### config.mk
export PLATFORM = sky130hd
export DESIGN_NAME = mdu_seq
export DESIGN_NICKNAME = d
export VERILOG_FILES = /design/src/rtl/mdu_seq.sv
export SDC_FILE = /design/constraint.sdc
export NUM_CORES = 1
export LEC_CHECK = 0
export ABC_CLOCK_PERIOD_IN_PS = 3100
export BUFFER_PORTS_ARGS = -buffer_cell sky130_fd_sc_hd__buf_2
export CORE_UTILIZATION = 40
export CTS_CLUSTER_DIAMETER = 30
export DETAILED_ROUTE_END_ITERATION = 6
export PLACE_DENSITY = 0.64
export REMOVE_ABC_BUFFERS = 1
export SKIP_CTS_REPAIR_TIMING = 1
export SLEW_MARGIN = 0
export SYNTH_ARGS = -nofsm -noshare
export SYNTH_HDL_FRONTEND = slang
export SYNTH_SLANG_ARGS = --single-unit
### constraint.sdc
create_clock -name clk -period 3.1 [get_ports clk]
set_input_delay 0.465 -clock clk [delete_from_list [all_inputs] [get_ports clk]]
set_output_delay 0.465 -clock clk [all_outputs]
set_load 0.005 [all_outputs]
### src/rtl/mdu_seq.sv
// mdu_seq: iterative multiply/divide sequencer.
//
// Runs shift-add multiplication and restoring division one bit per clock.
// It has no arithmetic of its own: every add, subtract and negate goes
// through an external shared (XLEN+1)-bit adder on the add_* port.
//
// Ports:
//   clk, rst_n          clock (rising edge), asynchronous active-low reset
//   flush               abort the current op (only when MDU_ABORT_EN is defined)
//   start, op           launch request and opcode, sampled only in IDLE
//                       000 MUL, 001 MULH, 010 MUL, 011 MULHU,
//                       100 DIV, 101 DIVU, 110 REM, 111 REMU
//   src_a, src_b        multiplicand/dividend and multiplier/divisor
//   busy                high from the cycle after an accepted start
//                       through the done cycle
//   done, result        one-cycle completion pulse and the registered result
//   add_a, add_b,       operands and carry-in driven to the shared adder
//   add_cin
//   add_sum, add_cout   combinational result returned by the shared adder
//
// Optional feature macro: MDU_ABORT_EN (adds the flush input).
//
// Register roles:
//   multiply: hi = accumulator, lo = multiplier, opnd = multiplicand
//   divide:   hi = remainder,   lo = dividend/quotient, opnd = divisor
module mdu_seq #(
  parameter int XLEN  = 32,
  parameter int CNT_W = 6
) (
  input  logic            clk,
  input  logic            rst_n,
`ifdef MDU_ABORT_EN
  input  logic            flush,
`endif
  input  logic            start,
  input  logic [2:0]      op,
  input  logic [XLEN-1:0] src_a,
  input  logic [XLEN-1:0] src_b,
  output logic            busy,
  output logic            done,
  output logic [XLEN-1:0] result,
  output logic [XLEN:0]   add_a,
  output logic [XLEN:0]   add_b,
  output logic            add_cin,
  input  logic [XLEN:0]   add_sum,
  input  logic            add_cout
);

  typedef enum logic [2:0] {
    S_IDLE,
    S_PREP_A,
    S_PREP_B,
    S_ITER,
    S_FIX_LO,
    S_FIX_HI,
    S_DONE
  } state_t;

  localparam logic [CNT_W-1:0] CNT_MAX = CNT_W'(XLEN - 1);

  state_t            state, state_nxt;
  logic [2:0]        op_q, op_nxt;
  logic [XLEN-1:0]   hi, hi_nxt;
  logic [XLEN-1:0]   lo, lo_nxt;
  logic [XLEN-1:0]   opnd, opnd_nxt;
  logic [CNT_W-1:0]  cnt, cnt_nxt;
  logic              sign_a, sign_a_nxt;
  logic              sign_b, sign_b_nxt;
  logic              carry, carry_nxt;
  logic [XLEN-1:0]   result_nxt;
  logic              abort;

  logic [XLEN-1:0]   prep_x;
  logic [XLEN-1:0]   fix_x;
  logic              fix_neg;
  logic              q_div;
  logic              q_rem;
  logic              q_sel_hi;

`ifdef MDU_ABORT_EN
  assign abort = flush;
`else
  assign abort = 1'b0;
`endif

  // MULH, DIV and REM take the sign-magnitude path through PREP and FIX.
  function automatic logic is_signed_op(input logic [2:0] o);
    return (o == 3'b001) || (o == 3'b100) || (o == 3'b110);
  endfunction

  assign q_div    = op_q[2];
  assign q_rem    = op_q[2] & op_q[1];
  assign q_sel_hi = q_rem | (~op_q[2] & op_q[0]);

  assign busy = (state != S_IDLE);
  assign done = (state == S_DONE);

  // State and datapath register bank.
  always_ff @(posedge clk or negedge rst_n) begin
    if (!rst_n) begin
      state  <= S_IDLE;
      op_q   <= '0;
      hi     <= '0;
      lo     <= '0;
      opnd   <= '0;
      cnt    <= '0;
      sign_a <= 1'b0;
      sign_b <= 1'b0;
      carry  <= 1'b0;
      result <= '0;
    end else begin
      state  <= state_nxt;
      op_q   <= op_nxt;
      hi     <= hi_nxt;
      lo     <= lo_nxt;
      opnd   <= opnd_nxt;
      cnt    <= cnt_nxt;
      sign_a <= sign_a_nxt;
      sign_b <= sign_b_nxt;
      carry  <= carry_nxt;
      result <= result_nxt;
    end
  end

  // Next-state, adder drive and datapath update.
  always_comb begin
    state_nxt  = state;
    op_nxt     = op_q;
    hi_nxt     = hi;
    lo_nxt     = lo;
    opnd_nxt   = opnd;
    cnt_nxt    = cnt;
    sign_a_nxt = sign_a;
    sign_b_nxt = sign_b;
    carry_nxt  = carry;
    result_nxt = result;
    add_a      = '0;
    add_b      = '0;
    add_cin    = 1'b0;
    prep_x     = '0;
    fix_x      = '0;
    fix_neg    = 1'b0;

    if (abort && (state != S_IDLE)) begin
      state_nxt = S_IDLE;
    end else begin
      case (state)
        S_IDLE: begin
          if (start && !abort) begin
            op_nxt     = op;
            hi_nxt     = '0;
            sign_a_nxt = 1'b0;
            sign_b_nxt = 1'b0;
            carry_nxt  = 1'b0;
            cnt_nxt    = CNT_MAX;
            if (op[2]) begin
              opnd_nxt = src_b;
              lo_nxt   = src_a;
            end else begin
              opnd_nxt = src_a;
              lo_nxt   = src_b;
            end
            // A zero divisor short-circuits straight to DONE.
            if (op[2] && (src_b == '0)) begin
              state_nxt  = S_DONE;
              result_nxt = op[1] ? src_a : '1;
            end else if (is_signed_op(op)) begin
              state_nxt = S_PREP_A;
            end else begin
              state_nxt = S_ITER;
            end
          end
        end

        // Replace the src_a operand with its magnitude.
        S_PREP_A: begin
          prep_x     = q_div ? lo : opnd;
          add_a      = prep_x[XLEN-1] ? {1'b0, ~prep_x} : {1'b0, prep_x};
          add_cin    = prep_x[XLEN-1];
          sign_a_nxt = prep_x[XLEN-1];
          if (q_div) begin
            lo_nxt = add_sum[XLEN-1:0];
          end else begin
            opnd_nxt = add_sum[XLEN-1:0];
          end
          state_nxt = S_PREP_B;
        end

        // Replace the src_b operand with its magnitude.
        S_PREP_B: begin
          prep_x     = q_div ? opnd : lo;
          add_a      = prep_x[XLEN-1] ? {1'b0, ~prep_x} : {1'b0, prep_x};
          add_cin    = prep_x[XLEN-1];
          sign_b_nxt = prep_x[XLEN-1];
          if (q_div) begin
            opnd_nxt = add_sum[XLEN-1:0];
          end else begin
            lo_nxt = add_sum[XLEN-1:0];
          end
          cnt_nxt   = CNT_MAX;
          state_nxt = S_ITER;
        end

        S_ITER: begin
          if (q_div) begin
            // Trial subtract of the divisor from the shifted remainder;
            // bit XLEN of the sum set means the trial went negative.
            add_a   = {hi, lo[XLEN-1]};
            add_b   = ~{1'b0, opnd};
            add_cin = 1'b1;
            if (!add_sum[XLEN]) begin
              hi_nxt = add_sum[XLEN-1:0];
              lo_nxt = {lo[XLEN-2:0], 1'b1};
            end else begin
              hi_nxt = {hi[XLEN-2:0], lo[XLEN-1]};
              lo_nxt = {lo[XLEN-2:0], 1'b0};
            end
          end else begin
            // Add the multiplicand when the multiplier LSB is set, then
            // shift the whole {carry, hi, lo} pair right by one.
            add_a  = {1'b0, hi};
            add_b  = lo[0] ? {1'b0, opnd} : '0;
            hi_nxt = add_sum[XLEN:1];
            lo_nxt = {add_sum[0], lo[XLEN-1:1]};
          end
          cnt_nxt = cnt - CNT_W'(1);
          if (cnt == '0) begin
            state_nxt = is_signed_op(op_q) ? S_FIX_LO : S_DONE;
          end
        end

        // Negate via ~x + 1; the sign-extended ~{0,x} makes add_cout the
        // carry out of the low word, which FIX_HI needs for MULH.
        S_FIX_LO: begin
          fix_x   = q_rem ? hi : lo;
          fix_neg = q_rem ? sign_a : (sign_a ^ sign_b);
          add_a   = fix_neg ? ~{1'b0, fix_x} : {1'b0, fix_x};
          add_cin = fix_neg;
          if (q_rem) begin
            hi_nxt = add_sum[XLEN-1:0];
          end else begin
            lo_nxt = add_sum[XLEN-1:0];
          end
          carry_nxt = add_cout;
          state_nxt = q_div ? S_DONE : S_FIX_HI;
        end

        S_FIX_HI: begin
          fix_neg   = sign_a ^ sign_b;
          add_a     = fix_neg ? ~{1'b0, hi} : {1'b0, hi};
          add_cin   = fix_neg & carry;
          hi_nxt    = add_sum[XLEN-1:0];
          state_nxt = S_DONE;
        end

        S_DONE: begin
          state_nxt = S_IDLE;
        end

        default: begin
          state_nxt = S_IDLE;
        end
      endcase

      // Capture the result as the last working state hands over to DONE,
      // so result is already valid while done is high.
      if ((state != S_IDLE) && (state != S_DONE) && (state_nxt == S_DONE)) begin
        result_nxt = q_sel_hi ? hi_nxt : lo_nxt;
      end
    end
  end

endmodule

==> run_results.csv, run 1 <==
group,metric,value,unit
cells_and_area,seqCellArea,0.00358,mm^2
setup_path,cp.required,2.63,ns
setup_path,crit_path_end,"add_cin",
floorplanning,rows,67,
route,avgRoutedWirePerCell,25.7,um
clock_tree,clk_path_buf_depth,2,
yosys,yosys.cell_types.count,66,
floorplanning,core,0.0337,mm^2
pwr,leakagePower,7.19,nW
yosys,ys.flop_type,"dfrtp_1",
pwr,sw_frac_of_total,0.347,
global_route,grt-ovfl-total,0,
cells_and_area,fill_cells,3297,
setup_path,critPathCaptureType,"output port",
sta,rsz0062_at_grt,"true",
setup_path,r2r_start,"state[1]$_DFF_PN0_",
floorplanning,fp.dieH,188,um
route,first_pass_iters,6,
setup_path,reg2reg_slack,0.44,ns
global_route,grt_pass1_vias,14160,
clock_tree,root_buffer,"clkbuf_16",
floorplanning,start_util,0.409,
setup_path,r2r_end,"opnd[15]$_DFFE_PN0P_",
sta,whs,0.0524,ns
global_route,grt.total_usage,0.322,
global_route,antenna_found_initial,2,
pwr,cellPowerDensity,376,mW/mm^2
pwr,peakVddDrop,403,uV
route,vias,15168,
sta,finalSetupViolCount,0,
sta,tightestPinTransition,0.896,ns
setup_path,worstSetupPathType,"reg2out",
pwr,pwr-share-seq,0.366,
clock_tree,cts_tree,"built",
place,dp_hpwl,38600,um
sta,post-route-period-util,0.970,
yosys,async_flop_share,1.00,
setup_path,rr_worst_depth,7,
pwr,netSwitchingPower,2.14,mW
min_path,hold_path_class,"in2async",
floorplanning,dieArea,0.0352,mm^2
yosys,ys_warn_count,0,
pwr,total_power,6.18,mW
place,gp_congestion,0.933,
run_status,status,"finished, final reports clean",
sta,fin_skew,0.0140,ns
sta,fmax,333,MHz
sta,slew_viol_final,0,
pwr,clockPowerShare,0.348,
flow_run,drv_cap,0,
setup_path,path_max_fanout,15,
clock_tree,clkSinkCount,143,
route,final_antenna_net_count,0,
yosys,syn_area,0.0138,mm^2
yosys,postSynthAreaPerCell,8.28,um^2
yosys,synth_edf_count,0,
sta,hold_violations,0,
place,port_buffers,204,
cells_and_area,layout-drive-gt1-share,0.233,
global_route,grt_max_degree,106,
clock_tree,htree_levels,4,
yosys,ys_seq_elements,143,
global_route,grt_pass1_wl,87100,um
route,drtIter0Drc,2079,
yosys,synthCells,1665,
floorplanning,die-width,188,um
floorplanning,ioPinCount,205,
yosys,yosysSeqAreaShare,0.260,
cells_and_area,areaGrowthSynthToFinish,19.1,%
cells_and_area,nNetsFinal,1918,
route,wirelength,58400,um
clock_tree,worstSkewPairLatency,0.44,ns
cells_and_area,multi_input_area,0.00954,mm^2
pwr,combPwrFrac,0.286,
sta,layout_min_cycle_time,3.01,ns
route,drc,0,
pwr,p_int,4.03,mW
setup_path,crit_arrival,2.54,ns
setup_path,worstSetupStartpoint,"op_q[2]$_DFFE_PN0P_",
setup_path,cp-start-kind,"register",
route,vias_per_cell,6.67,
clock_tree,numCtsBuffers,17,
sta,slew_headroom,0.402,
sta,tns,0,ns
clock_tree,path_clk_slew,0.07,ns
## cells in the mapped netlist (27+ instances only)
library cell,instances,area [um^2]
mux2i_1,210,2100
nand2_1,147,552
dfrtp_1,143,3580
clkbuf_1,131,492
nor2_1,118,443
o21ai_0,66,330
xnor2_1,63,552
a221oi_1,61,534
nand3_1,55,275
o22ai_1,53,332
a21o_1,51,383
o211ai_1,49,368
mux2_2,45,507
a21oi_1,44,220
a211oi_1,34,255
xor2_1,34,298
buf_2,32,160
nor3_1,27,135
o32ai_1,27,236
## critical path, stage by stage, from the launching register on
cell and delay (ns):
dfrtp_4 0.60, a21boi_1 0.27, xnor2_2 0.18, buf_6 0.27
nor2_1 0.06, or4_1 0.56, buf_2 0.16
## stage by stage
step / setup WS (ns) / cells / cell area [um^2] / util
6_report: 0.0929 / 2275 / 16400 / 0.487
2_1_floorplan: -8.28 / 1479 / 13000 / -
5_1_grt: -0.0395 / 2275 / 16400 / 0.487
4_1_cts: -0.139 / 2256 / 16200 / 0.479
3_3_place_gp: 0.332 / 2225 / 15600 / 0.462
3_5_place_dp: 0.277 / 2225 / 15600 / 0.462
## final cells by class
type / count / share of cell area
multi-input cells: 1323 / 0.581
diodes: 2 / 0.000305
clock buffers: 19 / 0.0270
well taps: 448 / 0.0341
inverters: 13 / 0.00297
repair buffers: 315 / 0.128
clock inverters: 12 / 0.00846
flip-flops and latches: 143 / 0.218
## per-layer routing
layer | track usage | part of all wire
met1 | 0.436 | 0.40
met4 | 0.133 | 0.039
met5 | 0 | 0
met3 | 0.0681 | 0.11
met2 | 0.497 | 0.45
## layout by cell type, fill, tap and decap left out, types with 10 or more instances in the layout
cell,synthesis,layout
o32ai_1,27,27
nand3_1,55,54
nor3_1,27,27
o21ai_0,66,64
buf_2,32,202
a211o_1,18,18
and3_1,11,11
dfrtp_1,143,140
clkbuf_16,0,19
and4_1,10,10
a311oi_1,11,11
buf_4,0,90
nor2_1,118,115
mux2i_1,210,208
nand2b_1,24,23
a221oi_1,61,58
a21o_1,51,51
a21oi_1,44,44
o21a_1,16,16
inv_1,12,11
mux2_2,45,45
nand2_1,147,146
xor2_1,34,34
xnor2_1,63,62
a211oi_1,34,33
o211ai_1,49,49
o22ai_1,53,53
a22oi_1,25,25
buf_12,0,11
## cells by family after synthesis
group | after synthesis | share of synthesized area
AOI/OAI and AO/OA | 528 | 0.280
xor gates and xnor gates | 97 | 0.0616
adders and majority gates | 1 | 0.000907
buffers and inverters | 199 | 0.0588
DFF | 143 | 0.260
muxes | 255 | 0.189
and+or+nand+nor | 442 | 0.150
## state kept, by name, indices dropped and copies added, names as in the netlist
| name | count |
|---|---|
| lo | 32 |
| carry | 1 |
| hi | 32 |
| sign_b | 1 |
| state | 3 |
| result | 32 |
| sign_a | 1 |
| op_q | 3 |
| opnd | 32 |
| cnt | 6 |
## power groups by stage
stage                     combinational (mW)  sequential, mW  clock (mW)
after CTS                               1.72            2.25        2.16
after global placement                  1.67            2.27           0
after floorplan                         1.11            2.23           0
after detailed placement                1.71            2.28           0
final                                   1.77            2.26        2.15
after global routing                    1.92            2.28        2.23
## how the worst min path moves through the flow
stage	slack, ns	startpoint	to	cells past startpoint
3_3_place_gp	0.47	cnt[5]$_DFFE_PN0P_	cnt[5]$_DFFE_PN0P_	1
4_1_cts	0.07	rst_n	hi[13]$_DFF_PN0_	1
2_1_floorplan	0.17	rst_n	carry$_DFFE_PN0P_	0
5_1_grt	0.09	rst_n	hi[13]$_DFF_PN0_	1
6_report	0.05	rst_n	result[13]$_DFFE_PN0P_	1
3_5_place_dp	0.49	carry$_DFFE_PN0P_	carry$_DFFE_PN0P_	2
Power figures use the tool's default switching activity.
==> run 2, diff against run 1 <==
CORE_ASPECT_RATIO = 0.6   (was default)
CTS_CLUSTER_DIAMETER = 40   (was 30)
TNS_END_PERCENT = 10   (was default)
==> run 2 against run 1 <==
The flow now finishes with violations (hold timing, setup timing). Register-to-register slack lost 0.11 ns. Clock skew fell by 0.0052 ns. Via count is 2.1% higher. Count of clock-buffer cells in the layout grew 2. Cell count rose by 0.35%. Wire length is 5.3% higher. First-iteration DRC count is 5.1% higher. Sequential power about the same. Worst setup slack got worse by 0.16 ns. Highest routed layer is now met5.
==> run_results.csv, run 2 (synthesis gave the netlist of run 1 again) <==
group,metric,value,unit
global_route,grt_pass1_vias,14430,
route,drtIter0Drc,2184,
place,place_area,0.0157,mm^2
clock_tree,htree_levels,4,
setup_path,cp.required,2.63,ns
pwr,peakVddDrop,424,uV
global_route,grt_pass1_wl,91300,um
pwr,leakagePower,7.24,nW
sta,fin_skew,0.00886,ns
pwr,total_power,6.44,mW
route,first_pass_iters,6,
floorplanning,core,0.0338,mm^2
setup_path,r2r_start,"state[1]$_DFF_PN0_",
sta,tns,-0.0687,ns
clock_tree,cts_tree,"built",
floorplanning,ioPinCount,205,
sta,hold_violations,11,
floorplanning,rows,52,
floorplanning,start_util,0.408,
setup_path,crit_chain,"buf_4 -> mux2i_4 -> buf_4 -> xnor2_1 -> o22ai_1 -> a221oi_1 -> o211ai_1 -> buf_2",
setup_path,critPathMaxStageDelay,0.53,ns
setup_path,cp-start-kind,"register",
cells_and_area,final_cell_mix,"208 x mux2i_1, 202 x buf_2, 146 x nand2_1",
global_route,grt_max_degree,92,
setup_path,critPathCaptureType,"output port",
setup_path,crit_arrival,2.70,ns
setup_path,critPathSlowestCell,"dfrtp_4",
pwr,cellPowerDensity,390,mW/mm^2
floorplanning,die-width,242,um
clock_tree,clkSinkCount,143,
setup_path,crit_top_cell,"buf_4",
cells_and_area,nNetsFinal,1914,
sta,slew_viol_final,0,
sta,fin_ws,-0.0687,ns
sta,finalSetupViolCount,1,
setup_path,crit_path_end,"add_a[2]",
route,vias,15485,
route,highest_layer,"met5",
global_route,grt-ovfl-total,0,
setup_path,path_depth,8,
route,wirelength,61500,um
sta,tightestPinTransition,1.08,ns
route,final_antenna_net_count,0,
run_status,violations,"hold timing, setup timing",
cells_and_area,final_cell_count_no_fill,2283,
cells_and_area,final_common_cell,"mux2i_1",
min_path,hold_path_class,"in2async",
clock_tree,path_clk_slew,0.06,ns
sta,slew_headroom,0.277,
clock_tree,clk_path_buf_depth,2,
sta,rsz0062_at_grt,"true",
setup_path,path_delay_family,"compound AO/OA/AOI/OAI gates",
place,dp_cells,2233,
global_route,antenna_found_initial,4,
route,vias_per_cell,6.78,
route,wl_met3,8380,um
setup_path,rr_worst_depth,6,
setup_path,reg2reg_slack,0.33,ns
sta,fmax,316,MHz
route,wl_met2,25000,um
floorplanning,fp.dieH,146,um
setup_path,path_max_fanout,9,
cells_and_area,post-route-util,0.488,
sta,post-route-period-util,1.02,
cells_and_area,areaGrowthSynthToFinish,19.8,%
place,port_buffers,204,
setup_path,worstSetupStartpoint,"op_q[2]$_DFFE_PN0P_",
route,wl_met1,25800,um
clock_tree,worstSkewPairLatency,0.46,ns
place,gp_congestion,0.964,
global_route,grt.total_usage,0.338,
sta,layout_min_cycle_time,3.17,ns
floorplanning,dieArea,0.0352,mm^2
setup_path,worstSetupPathType,"reg2out",
run_status,status,"finished, violations left",
route,drc,0,
place,dp_hpwl,41400,um
setup_path,r2r_end,"result[27]$_DFFE_PN0P_",
clock_tree,root_buffer,"clkbuf_16",
route,avgRoutedWirePerCell,26.9,um
sta,whs,-0.0320,ns
setup_path,crit_buf_inv,3,
cells_and_area,layout-drive-gt1-share,0.232,
flow_run,drv_cap,0,
clock_tree,numCtsBuffers,17,
cells_and_area,design_area,0.0165,mm^2
==> run 2: area by class of cell <==
class	instances	area (um^2)
inverter	13	48.8
sequential	143	3580
fill	3249	17300
clock inverter	11	160
antenna	2	5.00
clock buffer	21	480
multi-input combinational	1323	9510
timing repair buffer	311	2160
tap	459	574
==> run 2: metal layers <==
layer,global-route usage,vias to the layer above
li1,-,6597
met1,0.489,7497
met2,0.471,1191
met3,0.0885,198
met4,0.142,2
met5,0,-
==> run 2: worst register-to-register path, delay by kind of cell (launching register included) <==
| family | cells | cell delay (ns) |
|---|---|---|
| AO/OA/AOI/OAI | 4 | 1.34 |
| flip-flops | 1 | 0.52 |
| buffers and inverters | 1 | 0.52 |
| AND/OR/NAND/NOR | 1 | 0.23 |
==> run 2: metrics by stage <==
stage | hold WS (ns) | worst slack (ns)
finish | -0.0320 | -0.0687
global route | 0.00882 | -0.0645
CTS | -0.000662 | -0.151
detailed placement | 0.481 | 0.182
global placement | 0.473 | 0.273
floorplan | 0.169 | -8.28
==> run 2: how the worst min path moves through the flow <==
stage,end,slack (ns),depth (start not counted)
3_5_place_dp,opnd[20]$_DFFE_PN0P_,0.48,1
3_3_place_gp,opnd[18]$_DFFE_PN0P_,0.47,1
4_1_cts,opnd[20]$_DFFE_PN0P_,-0.0007,1
5_1_grt,opnd[18]$_DFFE_PN0P_,0.009,1
2_1_floorplan,carry$_DFFE_PN0P_,0.17,0
6_report,opnd[18]$_DFFE_PN0P_,-0.03,1
==> run 2: where the power goes <==
part	internal (mW)	switching, mW	leakage (nW)
Sequential	2.00	0.264	1.68
Clock	1.43	0.928	0.315
Combinational	0.842	0.981	5.24
